`config.mk`:
```
export PLATFORM = sky130hd
export DESIGN_NAME = reg_file_param
export DESIGN_NICKNAME = d
export VERILOG_FILES = /design/src/rtl/rf_pkg.sv /design/src/rtl/rf_read_port.sv /design/src/rtl/reg_file_param.sv
export SDC_FILE = /design/constraint.sdc
export NUM_CORES = 1
export LEC_CHECK = 0
export ABC_AREA = 1
export ABC_CLOCK_PERIOD_IN_PS = 2050
export BUFFER_PORTS_ARGS = -buffer_cell sky130_fd_sc_hd__buf_2
export CORE_MARGIN = 4
export CORE_UTILIZATION = 37
export CTS_CLUSTER_DIAMETER = 200
export DETAILED_ROUTE_END_ITERATION = 8
export SETUP_SLACK_MARGIN = 0.2
export SYNTH_ARGS = -nofsm -noshare
export SYNTH_HDL_FRONTEND = slang
export SYNTH_SLANG_ARGS = --single-unit
```
`constraint.sdc`:
```
create_clock -name clock -period 2.05 [get_ports clock]
set_input_delay 0.1025 -clock clock [delete_from_list [all_inputs] [get_ports clock]]
set_output_delay 0.1025 -clock clock [all_outputs]
set_load 0.03 [all_outputs]
```
`src/rtl/rf_pkg.sv`:
```
// rf_pkg: shared sizing defaults and helpers for the parametrised register file
package rf_pkg;
    localparam int RF_DEF_DATA_W = 8;
    localparam int RF_DEF_ADDR_W = 3;

    function automatic int rf_depth(input int addr_w);
        return 1 << addr_w;
    endfunction

    // lsb position of register idx inside the flattened R_all bus
    function automatic int rf_lsb(input int idx, input int data_w);
        return idx * data_w;
    endfunction
endpackage

```
`src/rtl/rf_read_port.sv`:
```
// rf_read_port: one combinational operand port with bypass, R0 masking and ready
module rf_read_port
    import rf_pkg::*;
#(
    parameter int DATA_W  = RF_DEF_DATA_W,
    parameter int ADDR_W  = RF_DEF_ADDR_W,
    parameter bit BYPASS  = 1'b1,
    parameter bit ZERO_R0 = 1'b0,
    parameter int N       = rf_depth(ADDR_W)
) (
    input  logic [DATA_W*N-1:0] regs_i,
    input  logic [N-1:0]        pend_i,
    input  logic [ADDR_W-1:0]   addr_i,
    input  logic                wr_i,
    input  logic [ADDR_W-1:0]   wa_i,
    input  logic [DATA_W-1:0]   wd_i,
    output logic [DATA_W-1:0]   data_o,
    output logic                rdy_o
);
    logic is_zero;
    logic hit;

    // R0 masking has priority over bypass so a suppressed R0 write never leaks through
    always_comb begin
        is_zero = ZERO_R0 && (addr_i == '0);
        hit     = BYPASS && wr_i && (addr_i == wa_i) && !is_zero;
        data_o  = is_zero ? '0 : hit ? wd_i : regs_i[rf_lsb(int'(addr_i), DATA_W) +: DATA_W];
        rdy_o   = is_zero | hit | ~pend_i[addr_i];
    end
endmodule

```
`src/rtl/reg_file_param.sv`:
```
// reg_file_param: parametrised 2-read/1-write register file with pending scoreboard
module reg_file_param
    import rf_pkg::*;
#(
    parameter int DATA_W  = RF_DEF_DATA_W,
    parameter int ADDR_W  = RF_DEF_ADDR_W,
    parameter bit BYPASS  = 1'b1,
    parameter bit ZERO_R0 = 1'b0
) (
    input  logic                                 clock,
    input  logic                                 reset,
    input  logic                                 WR,
    input  logic [ADDR_W-1:0]                    DA,
    input  logic [DATA_W-1:0]                    D,
    input  logic [ADDR_W-1:0]                    AA,
    input  logic [ADDR_W-1:0]                    BA,
    input  logic                                 PS,
    input  logic [ADDR_W-1:0]                    PA,
    output logic [DATA_W-1:0]                    A,
    output logic [DATA_W-1:0]                    B,
    output logic                                 A_rdy,
    output logic                                 B_rdy,
    output logic [rf_depth(ADDR_W)-1:0]          pend,
    output logic [DATA_W*rf_depth(ADDR_W)-1:0]   R_all
);
    localparam int N = rf_depth(ADDR_W);

    logic [DATA_W-1:0] regs_q [N];
    logic [N-1:0]      pend_q;
    logic [N-1:0]      pend_d;
    logic              wr_en;
    logic              ps_en;

    // the set is applied after the clear so a same-address collision stays pending
    always_comb begin
        wr_en  = WR && !(ZERO_R0 && (DA == '0));
        ps_en  = PS && !(ZERO_R0 && (PA == '0));
        pend_d = pend_q;
        if (wr_en) pend_d[DA] = 1'b0;
        if (ps_en) pend_d[PA] = 1'b1;
    end

    // storage array and scoreboard, both cleared immediately by reset
    always_ff @(posedge clock or negedge reset) begin
        if (!reset) begin
            for (int i = 0; i < N; i++) regs_q[i] <= '0;
            pend_q <= '0;
        end else begin
            if (wr_en) regs_q[DA] <= D;
            pend_q <= pend_d;
        end
    end

    for (genvar g = 0; g < N; g++) begin : g_flat
        assign R_all[g*DATA_W +: DATA_W] = regs_q[g];
    end
    assign pend = pend_q;

    rf_read_port #(.DATA_W(DATA_W), .ADDR_W(ADDR_W), .BYPASS(BYPASS), .ZERO_R0(ZERO_R0)) u_a (
        .regs_i(R_all), .pend_i(pend_q), .addr_i(AA), .wr_i(WR), .wa_i(DA), .wd_i(D),
        .data_o(A), .rdy_o(A_rdy)
    );

    rf_read_port #(.DATA_W(DATA_W), .ADDR_W(ADDR_W), .BYPASS(BYPASS), .ZERO_R0(ZERO_R0)) u_b (
        .regs_i(R_all), .pend_i(pend_q), .addr_i(BA), .wr_i(WR), .wa_i(DA), .wd_i(D),
        .data_o(B), .rdy_o(B_rdy)
    );
endmodule

```
==> results.toml <==
[power_and_ir_drop]
p_comb_share_pct = 37.4
pwr-share-seq_pct = 34.1
p_per_area_nw_per_um2 = 1043
swShare_pct = 41.85
switchingPower_mw = 2.355
clkPwrFrac_pct = 28.5
p_leak_nw = 2.978
p_int_mw = 3.271
peakVddDrop_mv = 0.3581

[drt]
dr_total_vias = 4850
ant_nets = 0
wl_mm = 15.94
drc_errors = 0
drt_iter0_drc = 456
drt-vias-per-instance = 5.221
dr.pass1.iters = 6
wl_per_cell_um = 17.16

[floorplan]
core-area_um2 = 11520
rows = 39
start_util_pct = 38.09
die_y_um = 116.9
die_width_um = 116.9
boundaryPins = 114
dieArea_um2 = 13660

[logic_synthesis]
yosys-top-cells-area = "dfrtp_1, nand2_1, nand3_1"
syn_nets = 697
async_flop_share_pct = 100.0
syn_area_per_cell_um2 = 6.518
synthTopCellsByCount = "nand2_1, nand3_1, inv_1, o21ai_0, dfrtp_1"
yosysWarnings = 0
synth_ff_type = "dfrtp_1"
synth_edf_count = 0
synthDistinctLibCells = 19
yosysTopAreaCell = "dfrtp_1"
ys_seq_elements = 72
ys_seq_area_share_pct = 41.07
syn_inst = 673
synthesis.area_um2 = 4387
synth_top_cell_area_share_pct = 41.07
yosysMostFrequentCell = "nand2_1"

[placement]
port_buffers = 113
post-dp-hpwl_mm = 11.79
dp_slack_ns = 0.4270
gp_congestion = 0.9296

[clock_tree]
clk_pin_slew_ns = 0.06
clock-sinks = 72
cts_tree = "done"
clock_latency_ns = 0.34
h-tree-depth = 3
cts_root_buf = "clkbuf_16"
cts_resized = 0
clockBufferDepth = 2
numCtsBuffers = 9

[critical_path]
r2r-end = "pend[3]"
worst-path-max-fanout = 21
r2r_slack_ns = 1.28
critPathKind = "primary input to output pin"
startpoint_type = "primary input"
worstPathArrival_ns = 1.56
required_ns = 1.95
rr_startpoint = "pend[3]"
endpoint_kind = "output pin"
r2r_cells = 2

[global_routing]
grt_use_met1_pct = 36.56
grt.overflow.total = 0
grt_max_degree = 38
grt_first_pass_wirelength_mm = 25.13
grtUsageTotal_pct = 24.31
busiest_layer = "met1"
met3_usage_pct = 4.473
antenna_found_initial = 0
grt_pass1_vias = 4599
grtUsageMet2_pct = 34.81

[sta]
fin_ws_ns = 0.3919
period_share_pct = 80.89
grt_setup_unrepaired = "false"
max_freq_mhz = 603.1
hold_viol = 0
finalSetupViolations = 0
drv_slew = 0
fin_setup_tns_ns = 0
period_minus_slack_ns = 1.658
worst_slew_pin_slew_ns = 0.7458
clock_skew_ns = 0
slew_headroom_pct = 50.12

[layout]
drive_gt1_share_pct = 19.47
fin_nets = 805
syn_to_final_growth_pct = 22.93
antennaDiodeCount = 0
fillCellCount = 1217

[hold_path]
worst_hold_path_type = "primary input to flip-flop"
hold_end = "pend[0]"
min_from = "PA[0]"
holdPathStages = 2

[job]
maxCapViolCount = 0

[run_status]
status = "finished clean"
-- power by group through the flow --
stage / clock (mW) / sequential (mW) / combinational, mW
2_1_floorplan: 0 / 2.47 / 0.848
3_3_place_gp: 0 / 1.94 / 2.08
3_5_place_dp: 0 / 1.95 / 2.10
4_1_cts: 1.62 / 1.92 / 2.11
5_1_grt: 1.69 / 1.96 / 2.32
6_report: 1.60 / 1.92 / 2.10
-- area by class of cell --
class | instances | area, µm² | share of cell area (%)
Multi-Input combinational cell | 485 | 2116 | 39.23
Sequential cell | 72 | 1802 | 33.41
Timing Repair Buffer | 127 | 673.1 | 12.48
Inverter | 86 | 322.8 | 5.986
Clock buffer | 13 | 260.3 | 4.826
Tap cell | 143 | 178.9 | 3.318
Clock inverter | 3 | 40.04 | 0.7425
-- worst max-delay path by stage --
stage | start | endpoint | slack (ns) | cells past startpoint
after floorplan | R_all[48] | A[0] | 0.87 | 6
after global placement | AA[1] | A[6] | 0.45 | 10
after detailed placement | AA[1] | A[0] | 0.43 | 10
after CTS | AA[1] | A[3] | 0.43 | 10
after global routing | AA[1] | A[3] | 0.26 | 10
final | AA[1] | A[4] | 0.39 | 10
-- what timing repair did --
item                                    CTS  global route
endpoints found under the hold margin    23             0
buffers inserted                          0             0
hold buffers                              1             0
endpoints found under the setup margin    0             0
-- kinds of logic after synthesis --
kind of cell,share of synthesized area (%)
AOI/OAI and AO/OA,9.498
buffers and inverters,10.70
DFF,41.07
and+or+nand+nor,38.73
-- metal layers --
layer | share of wire, % | vias up
li1 | - | 2353
met1 | 46 | 2234
met2 | 43 | 235
met3 | 8.5 | 28
met4 | 2.4 | 0
met5 | 0 | -
-- per-stage QoR --
step	utilization [%]	cell area [µm²]	hold WS, ns	std cells	power, mW
6_report	46.83	5393	0.01132	929	5.626
3_3_place_gp	44.13	5082	0.1152	912	4.016
3_5_place_dp	44.13	5082	0.1294	912	4.048
2_1_floorplan	-	4387	-0.1931	673	3.315
4_1_cts	46.83	5393	0.004497	929	5.656
5_1_grt	46.83	5393	0.004051	929	5.970
-- flip-flops by register name, indices dropped and copies added, names as in the netlist --
signal / flops
R_all: 64
pend: 8
-- worst max-delay path, cell delays in order --
cell and delay (ns):
buf_2 0.39, inv_2 0.06, nand2_1 0.07, nand2_1 0.05, nor2_1 0.11, nand2_2 0.19
inv_2 0.21, nand2_1 0.08, nand2_1 0.09, buf_2 0.19
-- layout by cell type (no fill, tap or decap) --
cell type / n
buf_4: 13
bufinv_16: 1
nor3_4: 1
clkbuf_8: 2
o21ai_1: 2
nor2_1: 17
o211ai_1: 2
nor2_2: 2
nand2_1: 256
nand3_1: 123
clkbuf_16: 9
dlygate4sd3_1: 1
dfrtp_1: 72
clkinv_2: 2
clkinv_1: 3
buf_2: 113
nor2_4: 1
inv_2: 6
nand2_2: 3
inv_1: 77
o22ai_1: 1
clkbuf_1: 2
o21ai_0: 77
(Power assumes the default switching activity.)
